[config.mk]
export PLATFORM = sky130hd
export DESIGN_NAME = sseg_mux4
export DESIGN_NICKNAME = d
export VERILOG_FILES = /design/src/rtl/sseg_pkg.sv /design/src/rtl/sseg_decoder.sv /design/src/rtl/sseg_mux4.sv
export SDC_FILE = /design/constraint.sdc
export NUM_CORES = 1
export LEC_CHECK = 0
export BUFFER_PORTS_ARGS = -buffer_cell sky130_fd_sc_hd__buf_2
export CORE_UTILIZATION = 35
export CTS_BUF_LIST = sky130_fd_sc_hd__clkbuf_8
export DETAILED_ROUTE_END_ITERATION = 10
export HOLD_SLACK_MARGIN = 0.06
export SYNTH_ARGS = -nofsm -noshare
export SYNTH_HDL_FRONTEND = slang
export SYNTH_HIERARCHICAL = 1
export SYNTH_SLANG_ARGS = --single-unit
[constraint.sdc]
create_clock -name i_clk -period 2.69 [get_ports i_clk]
set_input_delay 0.1345 -clock i_clk [delete_from_list [all_inputs] [get_ports i_clk]]
set_output_delay 0.1345 -clock i_clk [all_outputs]
set_load 0.02 [all_outputs]
[src/rtl/sseg_pkg.sv]
// Shared seven-segment constants and the BCD-to-segment lookup.
// Active-low patterns, bits 6..0 = segments g..a.
package sseg_pkg;

   localparam logic [6:0] SSEG_DIGIT [0:9] = '{
      7'h40, 7'h79, 7'h24, 7'h30, 7'h19,
      7'h12, 7'h02, 7'h78, 7'h00, 7'h10
   };
   localparam logic [6:0] SSEG_DASH  = 7'h3F;
   localparam logic [6:0] SSEG_BLANK = 7'h7F;

   // Codes above 9 are not BCD and render as a dash.
   function automatic logic [6:0] bcd_to_sseg(input logic [3:0] bcd);
      logic [6:0] seg_s;
      if (bcd <= 4'd9) begin
         seg_s = SSEG_DIGIT[bcd];
      end else begin
         seg_s = SSEG_DASH;
      end
      return seg_s;
   endfunction

endpackage

[src/rtl/sseg_decoder.sv]
// Combinational nibble-to-cathode decoder with blanking and decimal point.
// The dp is driven independently of blanking, so a blanked digit can still show it.
module sseg_decoder
   import sseg_pkg::*;
(
   input  logic [3:0] bcd,
   input  logic       blank,
   input  logic       dp,
   output logic [7:0] sseg
);

   // Build the active-low cathode pattern for one digit.
   always_comb begin
      sseg = 8'hFF;
      if (blank) begin
         sseg[6:0] = SSEG_BLANK;
      end else begin
         sseg[6:0] = bcd_to_sseg(bcd);
      end
      sseg[7] = ~dp;
   end

endmodule

[src/rtl/sseg_mux4.sv]
// Four-digit common-anode display scanner fed by the sseg4 BCD converter.
// Digits are captured only while the converter is idle; blanking and dp are used live.
module sseg_mux4
   import sseg_pkg::*;
#(
   parameter int REFRESH_BITS = 18
)(
   input  logic       i_clk,
   input  logic       i_rst,
   input  logic [3:0] i_bcd3,
   input  logic [3:0] i_bcd2,
   input  logic [3:0] i_bcd1,
   input  logic [3:0] i_bcd0,
   input  logic       i_idle,
   input  logic       i_lz_blank,
   input  logic [3:0] i_dp,
   output logic [3:0] o_an,
   output logic [7:0] o_sseg
);

   logic [REFRESH_BITS-1:0] cnt_r;
   logic [3:0]              bcd_r [0:3];
   logic [1:0]              sel_s;
   logic [3:0]              zero_s;
   logic [3:0]              blank_s;
   logic [3:0]              digit_s;
   logic [3:0]              an_s;
   logic [7:0]              seg_s;

   assign sel_s = cnt_r[REFRESH_BITS-1 -: 2];

   // Leading-zero detection; an invalid code is never treated as zero.
   always_comb begin
      zero_s  = 4'b0000;
      blank_s = 4'b0000;
      for (int n = 0; n < 4; n++) begin
         zero_s[n] = (bcd_r[n] == 4'd0);
      end
      if (i_lz_blank) begin
         blank_s[3] = zero_s[3];
         blank_s[2] = zero_s[3] & zero_s[2];
         blank_s[1] = zero_s[3] & zero_s[2] & zero_s[1];
         blank_s[0] = 1'b0;
      end else begin
         blank_s = 4'b0000;
      end
   end

   // Select the scanned digit and its anode.
   always_comb begin
      digit_s = 4'd0;
      an_s    = 4'b1111;
      case (sel_s)
         2'd0:    begin digit_s = bcd_r[0]; an_s = 4'b1110; end
         2'd1:    begin digit_s = bcd_r[1]; an_s = 4'b1101; end
         2'd2:    begin digit_s = bcd_r[2]; an_s = 4'b1011; end
         2'd3:    begin digit_s = bcd_r[3]; an_s = 4'b0111; end
         default: begin digit_s = 4'd0;     an_s = 4'b1111; end
      endcase
   end

   sseg_decoder u_decoder (
      .bcd   (digit_s),
      .blank (blank_s[sel_s]),
      .dp    (i_dp[sel_s]),
      .sseg  (seg_s)
   );

   // Capture the converter digits while it reports idle.
   always_ff @(posedge i_clk) begin
      if (i_rst) begin
         for (int n = 0; n < 4; n++) begin
            bcd_r[n] <= 4'd0;
         end
      end else if (i_idle) begin
         bcd_r[0] <= i_bcd0;
         bcd_r[1] <= i_bcd1;
         bcd_r[2] <= i_bcd2;
         bcd_r[3] <= i_bcd3;
      end else begin
         for (int n = 0; n < 4; n++) begin
            bcd_r[n] <= bcd_r[n];
         end
      end
   end

   // Free-running scan counter and registered display outputs.
   always_ff @(posedge i_clk) begin
      if (i_rst) begin
         cnt_r  <= '0;
         o_an   <= 4'b1111;
         o_sseg <= 8'hFF;
      end else begin
         cnt_r  <= cnt_r + {{(REFRESH_BITS-1){1'b0}}, 1'b1};
         o_an   <= an_s;
         o_sseg <= seg_s;
      end
   end

endmodule

==> flow_metrics.tcl, run 1 <==
set metrics [dict create \
    r2r-end "o_sseg[3]$_SDFF_PP1_" \
    num_rows 27 \
    p_int_w 0.00120 \
    crit_start "cnt_r[16]$_SDFF_PP0_" \
    postCtsHoldBufs 0 \
    avgSynthCellArea_um2 10.9 \
    io_pins 36 \
    ys_warn_count 6 \
    crit_path_end "o_sseg[3]$_SDFF_PP1_" \
    dr_wl_met3_um 226 \
    drc 0 \
    numPortBuffers 35 \
    dp.cells 289 \
    powerDensity_nw_per_um2 632 \
    hold_viol 0 \
    final_max_slew_viol_count 0 \
    nets 254 \
    synth.most_common_cell "dfxtp_1" \
    tightestPinTransition_ns 0.606 \
    synth_area_um2 2080 \
    crit_chain "mux4_2, inv_1, ha_1, o21bai_4, a221oi_2, o21ai_1, or2_2" \
    grt_overflow 0 \
    drt-met1-wl_um 1670 \
    synth_top_area_share_pct 28.9 \
    synth_cell_type_count 38 \
    r2r_cells 7 \
    ys_top_cells_by_area "dfxtp_1 (29%), edfxtp_1 (23%), mux4_2 (5.4%)" \
    drive_gt1_share_pct 28.4 \
    p_clk_share_pct 39.4 \
    startpoint_type "register" \
    cp_slowest_cell "mux4_2" \
    cp_top_family "multiplexers" \
    worstPathRequired_ns 2.88 \
    rsz0062_at_grt "false" \
    swShare_pct 21.6 \
    grt_util_all_layers_pct 12.0 \
    detail_route.wl_per_cell_um 11.4 \
    grt_pass1_wl_um 5850 \
    synth-edff-count 16 \
    ys_seq_area_share_pct 52.0 \
    p_leak_nw 0.962 \
    ys.flop_type "dfxtp_1" \
    r2r-start "cnt_r[16]$_SDFF_PP0_" \
    post_drt_via_cell_ratio 4.77 \
    path_depth 7 \
    core_area_um2 5610 \
    hpwl_um 2460 \
    clock_latency_ns 0.29 \
    timing.critical_path.buf_inv 1 \
    wirelength_um 3390 \
    irDropWorstVdd_uv 281 \
    fin_crit_sh_pct 89.4 \
    grt_pass1_vias 1352 \
    cts_buffer_depth 2 \
    status "finished, final reports clean" \
    cts_max_level 2 \
    drt-initial-drc-count 77 \
    max-slew-margin-rel_pct 59.6 \
    start_util_pct 37.1 \
    clkTransAtPathRegs_ns 0.09 \
    crit_arrival_ns 2.60 \
    end_kind "register" \
    setup_tns_ns 0 \
    grt_max_degree 39 \
    numCtsBuffers 5 \
    cts_tree "done" \
    setup_viol 0 \
    finalNonFillerCells 297 \
    chipWidth_um 79.1 \
    r2r_setup_slack_ns 0.28 \
    synthArstFlopShare_pct 0 \
    synth_fp_nets 221 \
    ys_top_cells_by_count "dfxtp_1 (30), nor2_1 (20), edfxtp_1 (16)" \
    postCtsSetupRepairBufs 0 \
    antenna_cells 0 \
    antenna_found_initial 0 \
    crit_fanout 10 \
    area_growth_pct 16.9 \
    die_h_um 79.1 \
    syn_inst 191 \
    gp_congestion 0.818 \
    combPwrFrac_pct 10.0 \
    skew_ns 0.00385 \
    p_seq_share_pct 50.5 \
    cts-root-buf "clkbuf_8" \
    dr.pass1.iters 4 \
    slowest_delay_ns 0.62 \
    power.switching_w 0.000332 \
    crit_type "register to register" \
    clkSinkCount 46 \
    dr_wl_met2_um 1450 \
    maxCapViolCount 0 \
    synth_seq_cells 46 \
    min_path_type "primary input to register" \
    antenna_left 0 \
    total_power_w 0.00154 \
    synth_top_area_cell "dfxtp_1" \
    min_period_ns 2.41 \
    ctsResizeCount 0 \
    vias 1418 \
    die_area_um2 6250 \
    max_freq_ghz 0.416 \
    dr.max_layer_used "met4" \
]
[routing by layer]
| metal | vias up | global-route usage [%] |
|---|---|---|
| li1 | 724 | - |
| met3 | 4 | 4.02 |
| met2 | 43 | 19.0 |
| met4 | 0 | 3.27 |
| met1 | 647 | 15.7 |
| met5 | - | 0 |
[cell families (layout without fill, tap and decap cells)]
kind of cell / Yosys count / in the layout / share of synthesized area, %
xor gates and xnor gates: 12 / 12 / 5.06
adders and majority gates: 6 / 6 / 3.61
AOI/OAI and AO/OA: 18 / 18 / 6.20
DFF: 46 / 46 / 52.0
muxes: 6 / 6 / 5.96
buffers and inverters: 15 / 49 / 3.73
and+or+nand+nor: 88 / 88 / 23.4
[flip-flops by register name, indices dropped and copies added, names as in the netlist]
| name | count |
|---|---|
| cnt_r | 18 |
| bcd_r | 16 |
| o_sseg | 8 |
| o_an | 4 |
[final cells by class]
class                   count  area, µm²
clock inverters             3       68.8
inverters                   5       18.8
flip-flops and latches     46       1080
well taps                  72       90.1
fillers                   575       3180
multi-input cells         130        920
clock buffers               5       68.8
repair buffers             36        183
[metrics by stage]
| stage | util [%] | hold WS [ns] | area [µm²] | setup slack [ns] |
|---|---|---|---|---|
| after global placement | 40.9 | 0.419 | 2290 | 0.317 |
| after floorplan | - | 0.253 | 2080 | 0.496 |
| final | 43.3 | 0.109 | 2430 | 0.284 |
| after CTS | 43.3 | 0.100 | 2430 | 0.243 |
| after global routing | 43.3 | 0.109 | 2430 | 0.0545 |
| after detailed placement | 40.9 | 0.415 | 2290 | 0.256 |
[placed cells by master (no fill, tap or decap), types with 5 or more instances in the layout]
master / n
ha_1: 6
dfxtp_1: 30
buf_2: 35
mux4_2: 5
clkbuf_8: 5
nor2_1: 20
a21oi_1: 6
nand2_1: 12
and2_1: 9
xor2_1: 10
edfxtp_1: 16
nor2b_1: 11
or2_2: 9
nand4_1: 5
[power by group through the flow]
stage / clock (W) / combinational [W] / sequential (W)
floorplan: 0 / 0.0000954 / 0.000805
global placement: 0 / 0.000154 / 0.000793
detailed placement: 0 / 0.000155 / 0.000793
CTS: 0.000623 / 0.000156 / 0.000776
global route: 0.000646 / 0.000174 / 0.000781
finish: 0.000605 / 0.000154 / 0.000776
[worst min path at each step]
stage / from / to / slack (ns) / cells past startpoint
after detailed placement: i_bcd2[1] / bcd_r[2][1]$_DFFE_PP_ / 0.41 / 2
final: i_bcd2[1] / bcd_r[2][1]$_DFFE_PP_ / 0.11 / 2
after global routing: i_bcd3[1] / bcd_r[3][1]$_SDFFCE_PN0P_ / 0.11 / 2
after global placement: i_bcd3[1] / bcd_r[3][1]$_SDFFCE_PN0P_ / 0.42 / 2
after floorplan: i_rst / o_an[3]$_SDFF_PP1_ / 0.25 / 2
after CTS: i_bcd2[1] / bcd_r[2][1]$_DFFE_PP_ / 0.10 / 2
Power figures use the tool's default switching activity.
==> run 2: changes to the inputs <==
--- a/config.mk
+++ b/config.mk
@@ -6,10 +6,13 @@
 export NUM_CORES = 1
 export LEC_CHECK = 0
 export BUFFER_PORTS_ARGS = -buffer_cell sky130_fd_sc_hd__buf_2
+export CELL_PAD_IN_SITES_DETAIL_PLACEMENT = 0
+export CELL_PAD_IN_SITES_GLOBAL_PLACEMENT = 2
 export CORE_UTILIZATION = 35
 export CTS_BUF_LIST = sky130_fd_sc_hd__clkbuf_8
 export DETAILED_ROUTE_END_ITERATION = 10
 export HOLD_SLACK_MARGIN = 0.06
+export PLACE_DENSITY_LB_ADDON = 0.1
 export SYNTH_ARGS = -nofsm -noshare
 export SYNTH_HDL_FRONTEND = slang
 export SYNTH_HIERARCHICAL = 1
==> run 2 against run 1 <==
Effect of this change:
- non-clock buffer count unchanged
- routed wire length increased by 5.7%
- register-to-register slack barely moved
- global-route usage grew 0.76 points
- largest power group unchanged
- maximum frequency down 0.44%
- final area down 2.1%
- core utilization shrank 0.91 points
- die area is the same
- worst hold slack improved by 0.00093 ns
- sequential share of layout area rose by 0.96 points
- highest routed layer unchanged
- cell count did not move
==> flow_metrics.tcl, run 2 (synthesis results as in run 1) <==
set metrics [dict create \
    final_common_cell "buf_2" \
    detail_route.wl_per_cell_um 12.1 \
    r2r_cells 7 \
    cts-root-buf "clkbuf_8" \
    io_pins 36 \
    clock_latency_ns 0.30 \
    dr.pass1.iters 4 \
    min_path_cells 2 \
    r2r-start "cnt_r[16]$_SDFF_PP0_" \
    post_drt_via_cell_ratio 4.75 \
    grt_pass1_vias 1370 \
    antenna_cells 0 \
    tightestPinTransition_ns 0.634 \
    start_util_pct 37.1 \
    cp_slowest_cell "mux4_2" \
    ctsResizeCount 0 \
    hold_ws_ns 0.110 \
    fin_crit_sh_pct 89.8 \
    drt-initial-drc-count 42 \
    slowest_delay_ns 0.63 \
    hold_viol 0 \
    hpwl_um 2670 \
    wirelength_um 3580 \
    largest_reg_flops 18 \
    fin_ws_ns 0.273 \
    hold_start "i_bcd2[3]" \
    area_growth_pct 14.4 \
    p_clk_share_pct 30.2 \
    grt_max_degree 39 \
    post-route-util_pct 42.4 \
    die_area_um2 6250 \
    skew_ns 0.0129 \
    crit_arrival_ns 2.59 \
    drive_gt1_share_pct 28.0 \
    power.switching_w 0.000323 \
    combPwrFrac_pct 11.6 \
    die_h_um 79.1 \
    antenna_left 0 \
    setup_viol 0 \
    max_freq_ghz 0.414 \
    min_path_type "primary input to register" \
    crit_chain "mux4_2, inv_1, ha_1, o21bai_4, a221oi_2, o21ai_1, or2_2" \
    vias 1411 \
    powerDensity_nw_per_um2 561 \
    place_ws_ns 0.260 \
    core_area_um2 5610 \
    irDropWorstVdd_uv 236 \
    cts_max_level 2 \
    crit_fanout 10 \
    cts_buffer_depth 2 \
    worstPathRequired_ns 2.87 \
    crit_type "register to register" \
    top_register "cnt_r" \
    r2r-end "o_sseg[3]$_SDFF_PP1_" \
    final_max_slew_viol_count 0 \
    worstHoldEndpoint "bcd_r[2][3]$_DFFE_PP_" \
    rsz0062_at_grt "false" \
    total_power_w 0.00133 \
    grt_overflow 0 \
    max-slew-margin-rel_pct 57.7 \
    end_kind "register" \
    chipWidth_um 79.1 \
    status "finished, final reports clean" \
    clkTransAtPathRegs_ns 0.08 \
    gp_congestion 0.772 \
    cts_tree "done" \
    swShare_pct 24.2 \
    postCtsSetupRepairBufs 0 \
    setup_tns_ns 0 \
    largest_registers "cnt_r (18), bcd_r (16), o_sseg (8)" \
    r2r_setup_slack_ns 0.27 \
    num_rows 27 \
    p_leak_nw 0.943 \
    antenna_found_initial 0 \
    grt_util_all_layers_pct 12.8 \
    min_period_ns 2.42 \
    maxCapViolCount 0 \
    nets 254 \
    postCtsHoldBufs 0 \
    p_int_w 0.00101 \
    p_seq_share_pct 58.2 \
    final_cell_mix "buf_2 (35), dfxtp_1 (30), nor2_1 (20)" \
    clkSinkCount 46 \
    numPortBuffers 35 \
    numCtsBuffers 5 \
    grt_pass1_wl_um 6170 \
    startpoint_type "register" \
    drc 0 \
]
## run 2: critical path, delay by kind of cell (launching register included)
kind                       cells  cell delay, ns
muxes                          1            0.63
DFF                            1            0.58
AOI/OAI and AO/OA              3            0.46
and+or+nand+nor                1            0.27
adders and majority gates      1            0.22
buffers and inverters          1            0.14
## run 2: worst max path at each step
stage / from / end / slack (ns) / cells past startpoint
6_report: cnt_r[16]$_SDFF_PP0_ / o_sseg[3]$_SDFF_PP1_ / 0.27 / 7
3_3_place_gp: cnt_r[16]$_SDFF_PP0_ / o_sseg[3]$_SDFF_PP1_ / 0.31 / 7
4_1_cts: cnt_r[16]$_SDFF_PP0_ / o_sseg[3]$_SDFF_PP1_ / 0.23 / 7
2_1_floorplan: cnt_r[16]$_SDFF_PP0_ / o_sseg[3]$_SDFF_PP1_ / 0.50 / 8
3_5_place_dp: cnt_r[16]$_SDFF_PP0_ / o_sseg[3]$_SDFF_PP1_ / 0.26 / 7
5_1_grt: cnt_r[16]$_SDFF_PP0_ / o_sseg[3]$_SDFF_PP1_ / 0.1 / 7
## run 2: power groups by stage
stage / Clock (W) / Sequential [W] / Combinational, W
floorplan: 0 / 0.000805 / 0.0000954
global placement: 0 / 0.000793 / 0.000153
detailed placement: 0 / 0.000794 / 0.000156
CTS: 0.000420 / 0.000777 / 0.000156
global route: 0.000453 / 0.000781 / 0.000172
finish: 0.000403 / 0.000776 / 0.000154
## run 2: per-layer routing
layer,vias up,routed length [µm],track usage [%]
li1,723,-,-
met1,642,1730,16.0
met2,38,1550,19.9
met3,8,223,4.02
met4,0,74,6.00
met5,-,0,0
## run 2: layout make-up
cell class                      instances  area, µm²
Timing Repair Buffer                   36        183
Fill cell                             571       3230
Clock inverter                          3       17.5
Clock buffer                            5       68.8
Sequential cell                        46       1080
Inverter                                5       18.8
Multi-Input combinational cell        130        920
Tap cell                               72       90.1
## run 2: through the flow
step / instance area (µm²) / instances
finish: 2380 / 297
CTS: 2380 / 297
floorplan: 2080 / 191
global route: 2380 / 297
detailed placement: 2290 / 289
global placement: 2290 / 289
==> run 3: changes to the inputs <==
--- a/config.mk
+++ b/config.mk
@@ -8,12 +8,12 @@
 export BUFFER_PORTS_ARGS = -buffer_cell sky130_fd_sc_hd__buf_2
 export CELL_PAD_IN_SITES_DETAIL_PLACEMENT = 0
 export CELL_PAD_IN_SITES_GLOBAL_PLACEMENT = 2
-export CORE_UTILIZATION = 35
+export CORE_UTILIZATION = 36
 export CTS_BUF_LIST = sky130_fd_sc_hd__clkbuf_8
 export DETAILED_ROUTE_END_ITERATION = 10
+export GPL_TIMING_DRIVEN = 0
 export HOLD_SLACK_MARGIN = 0.06
 export PLACE_DENSITY_LB_ADDON = 0.1
 export SYNTH_ARGS = -nofsm -noshare
 export SYNTH_HDL_FRONTEND = slang
-export SYNTH_HIERARCHICAL = 1
 export SYNTH_SLANG_ARGS = --single-unit
==> run 3 against run 2 <==
Effect of this change:
- die area fell by 7.9%
- synthesized area shrank 5.5%
- final area down 1.5%
- sequential share of layout area up 0.68 points
- clock skew shrank 0.0082 ns
- synthesized cell count is 5.8% lower
- maximum frequency increased by 24%
- global-route usage up 1.7 points
- worst hold slack hardly changed
- sequential power barely moved
- clock power is 32% higher
- routed wire length decreased by 0.92%
- largest cell class unchanged
==> flow_metrics.tcl, run 3 <==
set metrics [dict create \
    numPortBuffers 35 \
    crit_arrival_ns 2.11 \
    hold_start "i_bcd3[2]" \
    detail_route.wl_per_cell_um 12.1 \
    max-slew-margin-rel_pct 55.9 \
    startpoint_type "register" \
    syn_inst 180 \
    antenna_left 0 \
    ys_top_cells_by_count "dfxtp_1 (30), nor2_1 (24), edfxtp_1 (16)" \
    drc 0 \
    synth.most_common_cell "dfxtp_1" \
    dp.cells 285 \
    ys.flop_type "dfxtp_1" \
    min_path_type "primary input to register" \
    cts-root-buf "clkbuf_8" \
    grt_util_all_layers_pct 14.5 \
    wirelength_um 3550 \
    synth_cell_type_count 35 \
    cts_max_level 2 \
    max_freq_ghz 0.514 \
    status "finished, final reports clean" \
    powerDensity_nw_per_um2 620 \
    hpwl_um 2690 \
    largest_registers "cnt_r (18), bcd_r (16), o_sseg (8)" \
    vias 1395 \
    synthArstFlopShare_pct 0 \
    post-route-util_pct 45.3 \
    rsz0062_at_grt "false" \
    numCtsBuffers 5 \
    gp_congestion 0.782 \
    use_met3_pct 3.57 \
    met2_usage_pct 22.3 \
    postCtsHoldBufs 0 \
    final_common_cell "buf_2" \
    grt_overflow 0 \
    synth_top_area_cell "dfxtp_1" \
    clkTransAtPathRegs_ns 0.09 \
    antenna_cells 0 \
    die_area_um2 5760 \
    tightestPinTransition_ns 0.661 \
    synth_fp_nets 208 \
    top_register "cnt_r" \
    worstPathRequired_ns 2.85 \
    skew_ns 0.00471 \
    maxCapViolCount 0 \
    ctsResizeCount 0 \
    end_kind "register" \
    antenna_found_initial 0 \
    grt_pass1_wl_um 6200 \
    drt-initial-drc-count 80 \
    setup_tns_ns 0 \
    crit_start "cnt_r[16]$_SDFF_PP0_" \
    r2r-start "cnt_r[16]$_SDFF_PP0_" \
    num_rows 26 \
    grt_max_degree 17 \
    synth_seq_cells 46 \
    p_leak_nw 0.911 \
    finalNonFillerCells 293 \
    ys_seq_area_share_pct 55.0 \
    cp_top_family "multiplexers" \
    post_drt_via_cell_ratio 4.76 \
    largest_reg_flops 18 \
    setup_viol 0 \
    final_cell_mix "buf_2 (37), dfxtp_1 (30), nor2_1 (24)" \
    drive_gt1_share_pct 23.8 \
    cts_buffer_depth 2 \
    min_period_ns 1.94 \
    core_area_um2 5170 \
    busiest_layer "met2" \
    chipWidth_um 75.9 \
    synth-edff-count 16 \
    timing.critical_path.buf_inv 1 \
    postCtsSetupRepairBufs 0 \
    cp_slowest_cell "mux4_2" \
    crit_type "register to register" \
    io_pins 36 \
    final_max_slew_viol_count 0 \
    ys_top_cells_by_area "dfxtp_1 (31%), edfxtp_1 (24%), mux4_2 (5.7%)" \
    hold_viol 0 \
    avgSynthCellArea_um2 10.9 \
    nets 250 \
    fin_crit_sh_pct 72.3 \
    clkSinkCount 46 \
    clock_latency_ns 0.29 \
    met1_usage_pct 19.5 \
    crit_chain "mux4_2, inv_1, ha_1, nor3b_2, o32ai_2, nand2_1" \
    synth_top_area_share_pct 30.6 \
    dr.pass1.iters 4 \
    ys_warn_count 0 \
    irDropWorstVdd_uv 303 \
    area_growth_pct 19.3 \
    synth_area_um2 1960 \
    die_h_um 75.9 \
    slowest_delay_ns 0.62 \
    start_util_pct 38.0 \
    grt_pass1_vias 1325 \
    crit_fanout 6 \
    fill_cells 504 \
    cts_tree "done" \
]
run 3: logic make-up (layout without fill, tap and decap cells):
family,count (synthesis),after routing,synth area share [%]
adder cells (fa/ha/maj),4,4,2.55
buffers and inverters,9,52,2.04
multiplexers,5,5,5.73
AO/OA/AOI/OAI,14,14,4.40
flip-flops,46,46,55.0
XOR/XNOR,15,15,6.69
AND/OR/NAND/NOR,87,87,23.6
run 3: final cells by class:
type / count / area, µm² / share of cell area (%)
tap: 70 / 87.6 / 3.74
clock inverter: 2 / 33.8 / 1.44
multi-input combinational: 125 / 843 / 36.0
sequential: 46 / 1080 / 46.1
inverter: 3 / 11.3 / 0.481
buffer: 6 / 28.8 / 1.23
clock buffer: 6 / 82.6 / 3.52
timing repair buffer: 35 / 175 / 7.47
run 3: path summary, 6_finish.rpt:
path / slack [ns] / end / cells after the start
min: 0.11 / bcd_r[3][2]$_SDFFCE_PN0P_ / 2
max reg2reg: 0.75 / o_sseg[3]$_SDFF_PP1_ / 6
max: 0.75 / o_sseg[3]$_SDFF_PP1_ / 6
min reg2reg: 0.47 / cnt_r[0]$_SDFF_PP0_ / 1
run 3: where the power goes:
| part | internal [W] | switching (W) | total (W) | leakage, nW |
|---|---|---|---|---|
| registers | 0.000759 | 0.0000169 | 0.000776 | 0.416 |
| clock network | 0.000299 | 0.000230 | 0.000530 | 0.0626 |
| logic | 0.0000646 | 0.0000830 | 0.000148 | 0.432 |
run 3: through the flow:
stage,power [W],worst slack (ns),cell area (µm²),hold slack (ns)
2_1_floorplan,0.000888,0.900,1960,0.233
3_3_place_gp,0.000938,0.747,2230,0.414
3_5_place_dp,0.000942,0.749,2230,0.418
4_1_cts,0.00147,0.735,2340,0.105
5_1_grt,0.00152,0.580,2340,0.105
6_report,0.00145,0.746,2340,0.110
run 3: routing by layer:
layer,wire (µm),vias up
li1,-,701
met1,1720,644
met2,1570,42
met3,197,8
met4,68,0
met5,0,-
